`config.mk`:
```
export PLATFORM = sky130hd
export DESIGN_NAME = alu_control_unit_flat
export DESIGN_NICKNAME = d
export VERILOG_FILES = /design/src/rtl/alu_pkg.sv /design/src/rtl/alu_control_unit_if.sv /design/src/rtl/alu_cmd_decoder.sv /design/src/rtl/alu_control_unit.sv /design/src/flat_wrapper.sv
export SDC_FILE = /design/constraint.sdc
export NUM_CORES = 1
export LEC_CHECK = 0
export BUFFER_PORTS_ARGS = -buffer_cell sky130_fd_sc_hd__clkbuf_2
export CORE_MARGIN = 2
export CORE_UTILIZATION = 53
export DETAILED_ROUTE_END_ITERATION = 6
export PLACE_DENSITY = 0.83
export SLEW_MARGIN = 20
export SYNTH_ARGS = -nofsm -noshare
export SYNTH_HDL_FRONTEND = slang
export SYNTH_HIERARCHICAL = 1
export SYNTH_SLANG_ARGS = --single-unit
```
`constraint.sdc`:
```
create_clock -name clk -period 4.4 [get_ports clk]
set_input_delay 0.44 -clock clk [delete_from_list [all_inputs] [get_ports clk]]
set_output_delay 0.44 -clock clk [all_outputs]
set_load 0.1 [all_outputs]
```
`src/rtl/alu_pkg.sv`:
```
// Shared definitions for the pipelined ALU control unit.
// Contents: data-processing opcode constants, ALU control and condition
// encodings, NZCV bit positions, the control word staged down the pipe,
// and the condition-code evaluator.
package alu_pkg;

  localparam logic [3:0] CMD_AND = 4'b0000;
  localparam logic [3:0] CMD_EOR = 4'b0001;
  localparam logic [3:0] CMD_SUB = 4'b0010;
  localparam logic [3:0] CMD_ADD = 4'b0100;
  localparam logic [3:0] CMD_ADC = 4'b0101;
  localparam logic [3:0] CMD_SBC = 4'b0110;
  localparam logic [3:0] CMD_TST = 4'b1000;
  localparam logic [3:0] CMD_TEQ = 4'b1001;
  localparam logic [3:0] CMD_CMP = 4'b1010;
  localparam logic [3:0] CMD_CMN = 4'b1011;
  localparam logic [3:0] CMD_ORR = 4'b1100;
  localparam logic [3:0] CMD_MOV = 4'b1101;

  typedef enum logic [2:0] {
    ALU_ADD  = 3'b000,
    ALU_SUB  = 3'b001,
    ALU_AND  = 3'b010,
    ALU_ORR  = 3'b011,
    ALU_ADC  = 3'b100,
    ALU_SBC  = 3'b101,
    ALU_EOR  = 3'b110,
    ALU_RSVD = 3'b111
  } alu_ctl_t;

  typedef enum logic [3:0] {
    COND_EQ = 4'd0,  COND_NE = 4'd1,  COND_CS = 4'd2,  COND_CC = 4'd3,
    COND_MI = 4'd4,  COND_PL = 4'd5,  COND_VS = 4'd6,  COND_VC = 4'd7,
    COND_HI = 4'd8,  COND_LS = 4'd9,  COND_GE = 4'd10, COND_LT = 4'd11,
    COND_GT = 4'd12, COND_LE = 4'd13, COND_AL = 4'd14, COND_NV = 4'd15
  } cond_t;

  localparam int unsigned FLAG_N = 3;
  localparam int unsigned FLAG_Z = 2;
  localparam int unsigned FLAG_C = 1;
  localparam int unsigned FLAG_V = 0;

  typedef struct packed {
    alu_ctl_t   ctl;
    logic       shift;
    logic       no_write;
    logic [1:0] flag_w;
    logic       illegal;
    cond_t      cond;
    logic       reg_w;
  } ctrl_t;

  function automatic logic cond_pass(input cond_t c, input logic [3:0] f);
    logic n, z, cf, v;
    n  = f[FLAG_N];
    z  = f[FLAG_Z];
    cf = f[FLAG_C];
    v  = f[FLAG_V];
    case (c)
      COND_EQ: cond_pass = z;
      COND_NE: cond_pass = ~z;
      COND_CS: cond_pass = cf;
      COND_CC: cond_pass = ~cf;
      COND_MI: cond_pass = n;
      COND_PL: cond_pass = ~n;
      COND_VS: cond_pass = v;
      COND_VC: cond_pass = ~v;
      COND_HI: cond_pass = cf & ~z;
      COND_LS: cond_pass = ~cf | z;
      COND_GE: cond_pass = (n == v);
      COND_LT: cond_pass = (n != v);
      COND_GT: cond_pass = ~z & (n == v);
      COND_LE: cond_pass = z | (n != v);
      default: cond_pass = 1'b1;  // AL and 1111 both execute
    endcase
  endfunction

endpackage

```
`src/rtl/alu_control_unit_if.sv`:
```
// Bus between instruction decode / ALU and the ALU control unit.
// Inputs to the unit: valid_i, alu_op, s, cmd, cond, reg_w_i, stall, flush,
// alu_flags. Outputs from the unit: valid_o, alu_ctl, shift, no_write,
// flag_w, illegal, cond_ex, reg_write, flags.
// master = the decode/datapath side, slave = the control unit.
interface alu_control_unit_if;
  logic       valid_i;
  logic       alu_op;
  logic       s;
  logic [3:0] cmd;
  logic [3:0] cond;
  logic       reg_w_i;
  logic       stall;
  logic       flush;
  logic [3:0] alu_flags;
  logic       valid_o;
  logic [2:0] alu_ctl;
  logic       shift;
  logic       no_write;
  logic [1:0] flag_w;
  logic       illegal;
  logic       cond_ex;
  logic       reg_write;
  logic [3:0] flags;

  modport master (
    output valid_i, alu_op, s, cmd, cond, reg_w_i, stall, flush, alu_flags,
    input  valid_o, alu_ctl, shift, no_write, flag_w, illegal, cond_ex,
           reg_write, flags
  );

  modport slave (
    input  valid_i, alu_op, s, cmd, cond, reg_w_i, stall, flush, alu_flags,
    output valid_o, alu_ctl, shift, no_write, flag_w, illegal, cond_ex,
           reg_write, flags
  );
endinterface

```
`src/rtl/alu_cmd_decoder.sv`:
```
// Combinational decode of the data-processing fields.
// Inputs: alu_op (1 = data-processing, 0 = address add), s (set flags),
// cmd (opcode). Outputs: ctl, shift, no_write, flag_w, illegal.
module alu_cmd_decoder
  import alu_pkg::*;
(
  input  logic       alu_op,
  input  logic       s,
  input  logic [3:0] cmd,
  output alu_ctl_t   ctl,
  output logic       shift,
  output logic       no_write,
  output logic [1:0] flag_w,
  output logic       illegal
);

  logic [1:0] fw_arith;
  logic [1:0] fw_logic;

  assign fw_arith = s ? 2'b11 : 2'b00;
  assign fw_logic = s ? 2'b10 : 2'b00;

  always_comb begin
    ctl      = ALU_ADD;
    shift    = 1'b0;
    no_write = 1'b0;
    flag_w   = 2'b00;
    illegal  = 1'b0;
    if (alu_op) begin
      case (cmd)
        CMD_ADD: begin ctl = ALU_ADD; flag_w = fw_arith; end
        CMD_SUB: begin ctl = ALU_SUB; flag_w = fw_arith; end
        CMD_ADC: begin ctl = ALU_ADC; flag_w = fw_arith; end
        CMD_SBC: begin ctl = ALU_SBC; flag_w = fw_arith; end
        CMD_AND: begin ctl = ALU_AND; flag_w = fw_logic; end
        CMD_ORR: begin ctl = ALU_ORR; flag_w = fw_logic; end
        CMD_EOR: begin ctl = ALU_EOR; flag_w = fw_logic; end
        CMD_MOV: begin ctl = ALU_ADD; shift = 1'b1; flag_w = fw_logic; end
        // compare/test forms always set flags and never write Rd
        CMD_CMP: begin ctl = ALU_SUB; no_write = 1'b1; flag_w = 2'b11; end
        CMD_CMN: begin ctl = ALU_ADD; no_write = 1'b1; flag_w = 2'b11; end
        CMD_TST: begin ctl = ALU_AND; no_write = 1'b1; flag_w = 2'b10; end
        CMD_TEQ: begin ctl = ALU_EOR; no_write = 1'b1; flag_w = 2'b10; end
        default: begin illegal = 1'b1; no_write = 1'b1; end
      endcase
    end
  end

endmodule

```
`src/rtl/alu_control_unit.sv`:
```
// Pipelined ALU control unit. Decodes alu_op/s/cmd/cond at the input,
// carries the control word through PIPE_DEPTH stages with valid, stall
// and flush, and owns the NZCV register. At the output stage the
// condition is evaluated against NZCV, gating Rd and flag writes.
// Ports: clk, reset (async, active high), bus (slave side of
// alu_control_unit_if).
module alu_control_unit
  import alu_pkg::*;
#(
  parameter int unsigned PIPE_DEPTH  = 1,
  parameter logic [3:0]  RESET_FLAGS = 4'b0000
) (
  input  logic                clk,
  input  logic                reset,
  alu_control_unit_if.slave   bus
);

  alu_ctl_t   dec_ctl;
  logic       dec_shift;
  logic       dec_no_write;
  logic [1:0] dec_flag_w;
  logic       dec_illegal;
  ctrl_t      ctrl_in;

  logic       valid_q [PIPE_DEPTH];
  logic       valid_d [PIPE_DEPTH];
  ctrl_t      ctrl_q  [PIPE_DEPTH];
  ctrl_t      ctrl_d  [PIPE_DEPTH];
  logic [3:0] flags_q;
  logic [3:0] flags_d;

  ctrl_t      ctrl_out;
  logic       valid_out;
  logic       cond_ok;
  logic       flag_wr;

  alu_cmd_decoder u_dec (
    .alu_op   (bus.alu_op),
    .s        (bus.s),
    .cmd      (bus.cmd),
    .ctl      (dec_ctl),
    .shift    (dec_shift),
    .no_write (dec_no_write),
    .flag_w   (dec_flag_w),
    .illegal  (dec_illegal)
  );

  always_comb begin
    ctrl_in          = '0;
    ctrl_in.ctl      = dec_ctl;
    ctrl_in.shift    = dec_shift;
    ctrl_in.no_write = dec_no_write;
    ctrl_in.flag_w   = dec_flag_w;
    ctrl_in.illegal  = dec_illegal;
    ctrl_in.cond     = cond_t'(bus.cond);
    ctrl_in.reg_w    = bus.reg_w_i;
  end

  // flush wins over stall; staged fields are left as-is on flush since
  // every consumer is gated by the stage valid.
  always_comb begin
    valid_d = valid_q;
    ctrl_d  = ctrl_q;
    if (bus.flush) begin
      for (int unsigned i = 0; i < PIPE_DEPTH; i++) valid_d[i] = 1'b0;
    end else if (!bus.stall) begin
      valid_d[0] = bus.valid_i;
      ctrl_d[0]  = ctrl_in;
      for (int unsigned i = 1; i < PIPE_DEPTH; i++) begin
        valid_d[i] = valid_q[i-1];
        ctrl_d[i]  = ctrl_q[i-1];
      end
    end
  end

  assign ctrl_out  = ctrl_q[PIPE_DEPTH-1];
  assign valid_out = valid_q[PIPE_DEPTH-1];
  assign cond_ok   = cond_pass(ctrl_out.cond, flags_q);
  assign flag_wr   = valid_out & ~bus.stall & ~bus.flush & cond_ok &
                     ~ctrl_out.illegal;

  always_comb begin
    flags_d = flags_q;
    if (flag_wr && ctrl_out.flag_w[1]) flags_d[3:2] = bus.alu_flags[3:2];
    if (flag_wr && ctrl_out.flag_w[0]) flags_d[1:0] = bus.alu_flags[1:0];
  end

  always_ff @(posedge clk or posedge reset) begin
    if (reset) begin
      for (int unsigned i = 0; i < PIPE_DEPTH; i++) begin
        valid_q[i] <= 1'b0;
        ctrl_q[i]  <= '0;
      end
      flags_q <= RESET_FLAGS;
    end else begin
      for (int unsigned i = 0; i < PIPE_DEPTH; i++) begin
        valid_q[i] <= valid_d[i];
        ctrl_q[i]  <= ctrl_d[i];
      end
      flags_q <= flags_d;
    end
  end

  assign bus.valid_o   = valid_out;
  assign bus.alu_ctl   = ctrl_out.ctl;
  assign bus.shift     = ctrl_out.shift;
  assign bus.no_write  = ctrl_out.no_write;
  assign bus.flag_w    = ctrl_out.flag_w;
  assign bus.illegal   = ctrl_out.illegal;
  assign bus.cond_ex   = cond_ok;
  assign bus.reg_write = valid_out & cond_ok & ctrl_out.reg_w &
                         ~ctrl_out.no_write & ~ctrl_out.illegal;
  assign bus.flags     = flags_q;

endmodule

```
`src/flat_wrapper.sv`:
```
// flat-port wrapper written by rule: the top's interface ports become plain ports
module alu_control_unit_flat import alu_pkg::*;
#(
  parameter int unsigned PIPE_DEPTH  = 1,
  parameter logic [3:0]  RESET_FLAGS = 4'b0000
)
  (clk, reset, bus_valid_i, bus_alu_op, bus_s, bus_cmd, bus_cond, bus_reg_w_i, bus_stall, bus_flush, bus_alu_flags, bus_valid_o, bus_alu_ctl, bus_shift, bus_no_write, bus_flag_w, bus_illegal, bus_cond_ex, bus_reg_write, bus_flags);
  alu_control_unit_if bus_i ();
  input  logic clk;
  input  logic reset;
  input wire logic [$bits(bus_i.valid_i)-1:0] bus_valid_i;
  input wire logic [$bits(bus_i.alu_op)-1:0] bus_alu_op;
  input wire logic [$bits(bus_i.s)-1:0] bus_s;
  input wire logic [$bits(bus_i.cmd)-1:0] bus_cmd;
  input wire logic [$bits(bus_i.cond)-1:0] bus_cond;
  input wire logic [$bits(bus_i.reg_w_i)-1:0] bus_reg_w_i;
  input wire logic [$bits(bus_i.stall)-1:0] bus_stall;
  input wire logic [$bits(bus_i.flush)-1:0] bus_flush;
  input wire logic [$bits(bus_i.alu_flags)-1:0] bus_alu_flags;
  output wire logic [$bits(bus_i.valid_o)-1:0] bus_valid_o;
  output wire logic [$bits(bus_i.alu_ctl)-1:0] bus_alu_ctl;
  output wire logic [$bits(bus_i.shift)-1:0] bus_shift;
  output wire logic [$bits(bus_i.no_write)-1:0] bus_no_write;
  output wire logic [$bits(bus_i.flag_w)-1:0] bus_flag_w;
  output wire logic [$bits(bus_i.illegal)-1:0] bus_illegal;
  output wire logic [$bits(bus_i.cond_ex)-1:0] bus_cond_ex;
  output wire logic [$bits(bus_i.reg_write)-1:0] bus_reg_write;
  output wire logic [$bits(bus_i.flags)-1:0] bus_flags;
  assign bus_i.valid_i = bus_valid_i;
  assign bus_i.alu_op = bus_alu_op;
  assign bus_i.s = bus_s;
  assign bus_i.cmd = bus_cmd;
  assign bus_i.cond = bus_cond;
  assign bus_i.reg_w_i = bus_reg_w_i;
  assign bus_i.stall = bus_stall;
  assign bus_i.flush = bus_flush;
  assign bus_i.alu_flags = bus_alu_flags;
  assign bus_valid_o = bus_i.valid_o;
  assign bus_alu_ctl = bus_i.alu_ctl;
  assign bus_shift = bus_i.shift;
  assign bus_no_write = bus_i.no_write;
  assign bus_flag_w = bus_i.flag_w;
  assign bus_illegal = bus_i.illegal;
  assign bus_cond_ex = bus_i.cond_ex;
  assign bus_reg_write = bus_i.reg_write;
  assign bus_flags = bus_i.flags;
  alu_control_unit #(.PIPE_DEPTH(PIPE_DEPTH), .RESET_FLAGS(RESET_FLAGS)) u_core (.clk(clk), .reset(reset), .bus(bus_i));
endmodule
```
==> run summary <==
Dpl hpwl = 1710 um
Routed vias = 890
Max Cap Viol = 0
Multi-input gate area = 572 sq um
Switching pwr = 0.243 mW
DR pass1 iterations = 4
Skew final = 0.00390 ns
Finished Layout Cells = 163
Clock latency at the later pin of the worst-skew pair = 0.29 ns
Post-Syn Area per Cell = 10.4 sq um
Outcome = finished clean
FF/Latch Area = 450 sq um
CTS Buf Count = 3
Mapped Cells = 106
Sequential-to-total area share from yosys stat = 40.7%
Total GRT Usage = 20.3%
Worst EP required = 3.96 ns
CP Capture Type = primary output
First-pass GRT wire length = 3800 um
R2R cell count = 6
Core area = 0.00196 sq mm
CP Launch Point = u_core/ctrl_out[4]
Final WL = 2190 um
Clock power share = 18.3%
Slew @ Worst Pin = 0.656 ns
Setup Fix Bufs, Post-CTS = 0
Most common cell after layout, fill and taps aside = clkbuf_2
Die W = 49.7 um
Fillers = 173
Root Buffer Master = clkbuf_4
Post-synthesis register bit count = 18
Hold Violations, Final = 0
Dominant cells by area after synthesis = dfrtp_1, mux2_2, buf_4
Post-Syn Area = 0.00111 sq mm
Place WS = 1.82 ns
Fmax = 340 MHz
Clock buffer depth = 2
Tcrit/Tclk final = 66.8%
Routability congestion estimate = 0.807
Die Y = 49.7 um
Power share of the combinational group = 42.7%
Clk sink count = 18
Sequential power share = 38.9%
Setup CP Type = reg -> out
Initial antenna violation count = 0
Hold_buf cts = 0
Setup TNS Final = 0 ns
IO Pins = 35
Most frequent cells in the layout = clkbuf_2, dfrtp_1, mux2_2
Slowest CP cell = a311oi_2
Sw Share = 45.4%
Slew Viols, Final = 0
PostCTS Resize Cnt = 0
Net count after synthesis = 126
Synth area leader = dfrtp_1
Post-Place Cells = 159
Worst setup margin = 1.46 ns
Area Overhead vs Synth = 16.5%
Clock H-tree levels = 1
Cell Int Power = 0.293 mW
Static Leak = 0.635 nW
NumNets Final = 157
VDD IR max = 0.258 mV
Reg-to-reg critical path endpoint = u_core/bus.flags[3]
Post-route ant nets = 0
Worst hold path type = in -> async
Reg-to-reg slack, setup = 2.11 ns
Worst EP arrival = 2.50 ns
Overflow after GRT = 0
Die area = 0.00247 sq mm
Crit path max fanout = 10
Yosys top cell area share = 40.7%
Worst path max stage delay = 0.51 ns
Startpoint types = flip-flop
Routed vias/inst = 5.46
Pwr/cell area = 416 mW/mm^2
Detail-routed net length per standard cell = 13.4 um
Clk slew on worst S/H paths = 0.10 ns
RSZ-0062 raised after global routing = false
CTS tree = yes
Largest net degree at the start of global routing = 19
Critical Path, Cell by Cell = and4bb_1, a221oi_2, o311ai_1, a311oi_2, nor4b_2, clkbuf_2
Netlist cell types = 32
Number of global-route vias before repair = 841
Layout cell share with drive strength beyond 1 = 41.2%
Worst reg2reg path startpoint = u_core/ctrl_out[4]
PortBufs = 34
DRC errors left = 0
Rel. slew slack = 56.2%
Initial Util = 56.4%
Antenna cell count = 0
First DRT Iteration DRCs = 17
FP Rows = 16
Setup Viol. Count Final = 0
YS warnings = 6
Min Tclk post-route = 2.94 ns
how the worst max path moves through the flow:
stage / end / slack (ns) / depth (start not counted)
finish: bus_reg_write / 1.46 / 6
global route: bus_reg_write / 1.35 / 6
CTS: bus_reg_write / 1.47 / 6
detailed placement: bus_reg_write / 1.82 / 6
global placement: bus_reg_write / 1.90 / 6
floorplan: bus_reg_write / 0.49 / 4
state kept, by name (all words and copies together), names as in the netlist:
register,count
u_core/bus.illegal,1
u_core/ctrl_out,5
u_core/bus.alu_ctl,3
u_core/bus.shift,1
u_core/bus.no_write,1
u_core/bus.flag_w,2
u_core/bus.flags,4
u_core/bus.valid_o,1
cell usage after synthesis (all sizes together):
cell type and n:
a31oi 1, inv 5, o21ai 3, and4bb 2, nor4b 1, a32oi 1
a21boi 1, and3 1, nor2 4, nand3 2, nand2b 3, xnor2 4
buf 8, nand2 9, and2 1, a21oi 6, and2b 1, a21o 1
nor3 3, nor3b 2, a311oi 1, mux2i 2, o32ai 2, dfrtp 18
a221oi 1, nor2b 6, o311ai 1, clkbuf 1, mux2 15
metrics by stage:
step / cell area [sq um] / hold slack (ns) / utilization (%) / power (mW)
final: 1290 / 0.208 / 65.7 / 0.536
after global routing: 1290 / 0.261 / 65.7 / 0.561
after CTS: 1290 / 0.228 / 65.7 / 0.539
after detailed placement: 1250 / 0.496 / 63.8 / 0.440
after global placement: 1250 / 0.483 / 63.8 / 0.433
after floorplan: 1110 / 0.379 / - / 0.406
layout make-up:
type | count | share of cell area, %
clock buffers | 4 | 2.82
inverters | 5 | 1.46
repair buffers | 35 | 13.8
multi-input cells | 74 | 44.4
well taps | 27 | 2.62
flip-flops and latches | 18 | 35.0
per-layer routing:
metal  vias up  part of all wire [%]  track usage [%]
met5         -                     0                0
met4         0                   2.0             9.72
met3         4                   5.3             3.33
met2        27                    49             32.2
met1       429                    43             27.0
li1        430                     -                -
power by group through the flow:
stage | sequential [mW] | combinational [mW] | clock, mW
floorplan | 0.257 | 0.150 | 0
global placement | 0.209 | 0.224 | 0
detailed placement | 0.212 | 0.228 | 0
CTS | 0.208 | 0.229 | 0.102
global route | 0.213 | 0.241 | 0.107
finish | 0.209 | 0.229 | 0.0983
cell families (layout without fill, tap and decap cells):
family / Yosys count / count (layout) / share of synthesized area, %
and+or+nand+nor: 35 / 35 / 19.0
AOI/OAI and AO/OA: 18 / 18 / 11.9
DFF: 18 / 18 / 40.7
muxes: 17 / 17 / 17.1
buffers and inverters: 14 / 44 / 8.14
xor gates and xnor gates: 4 / 4 / 3.17
worst max-delay path, delay by kind of cell, from the launching register on:
kind / cells / cell delay [ns]
compound gates: 3 / 0.94
buf+inv: 1 / 0.39
flops: 1 / 0.50
simple gates: 2 / 0.37
Note: power is estimated with default switching activity, not from simulation.
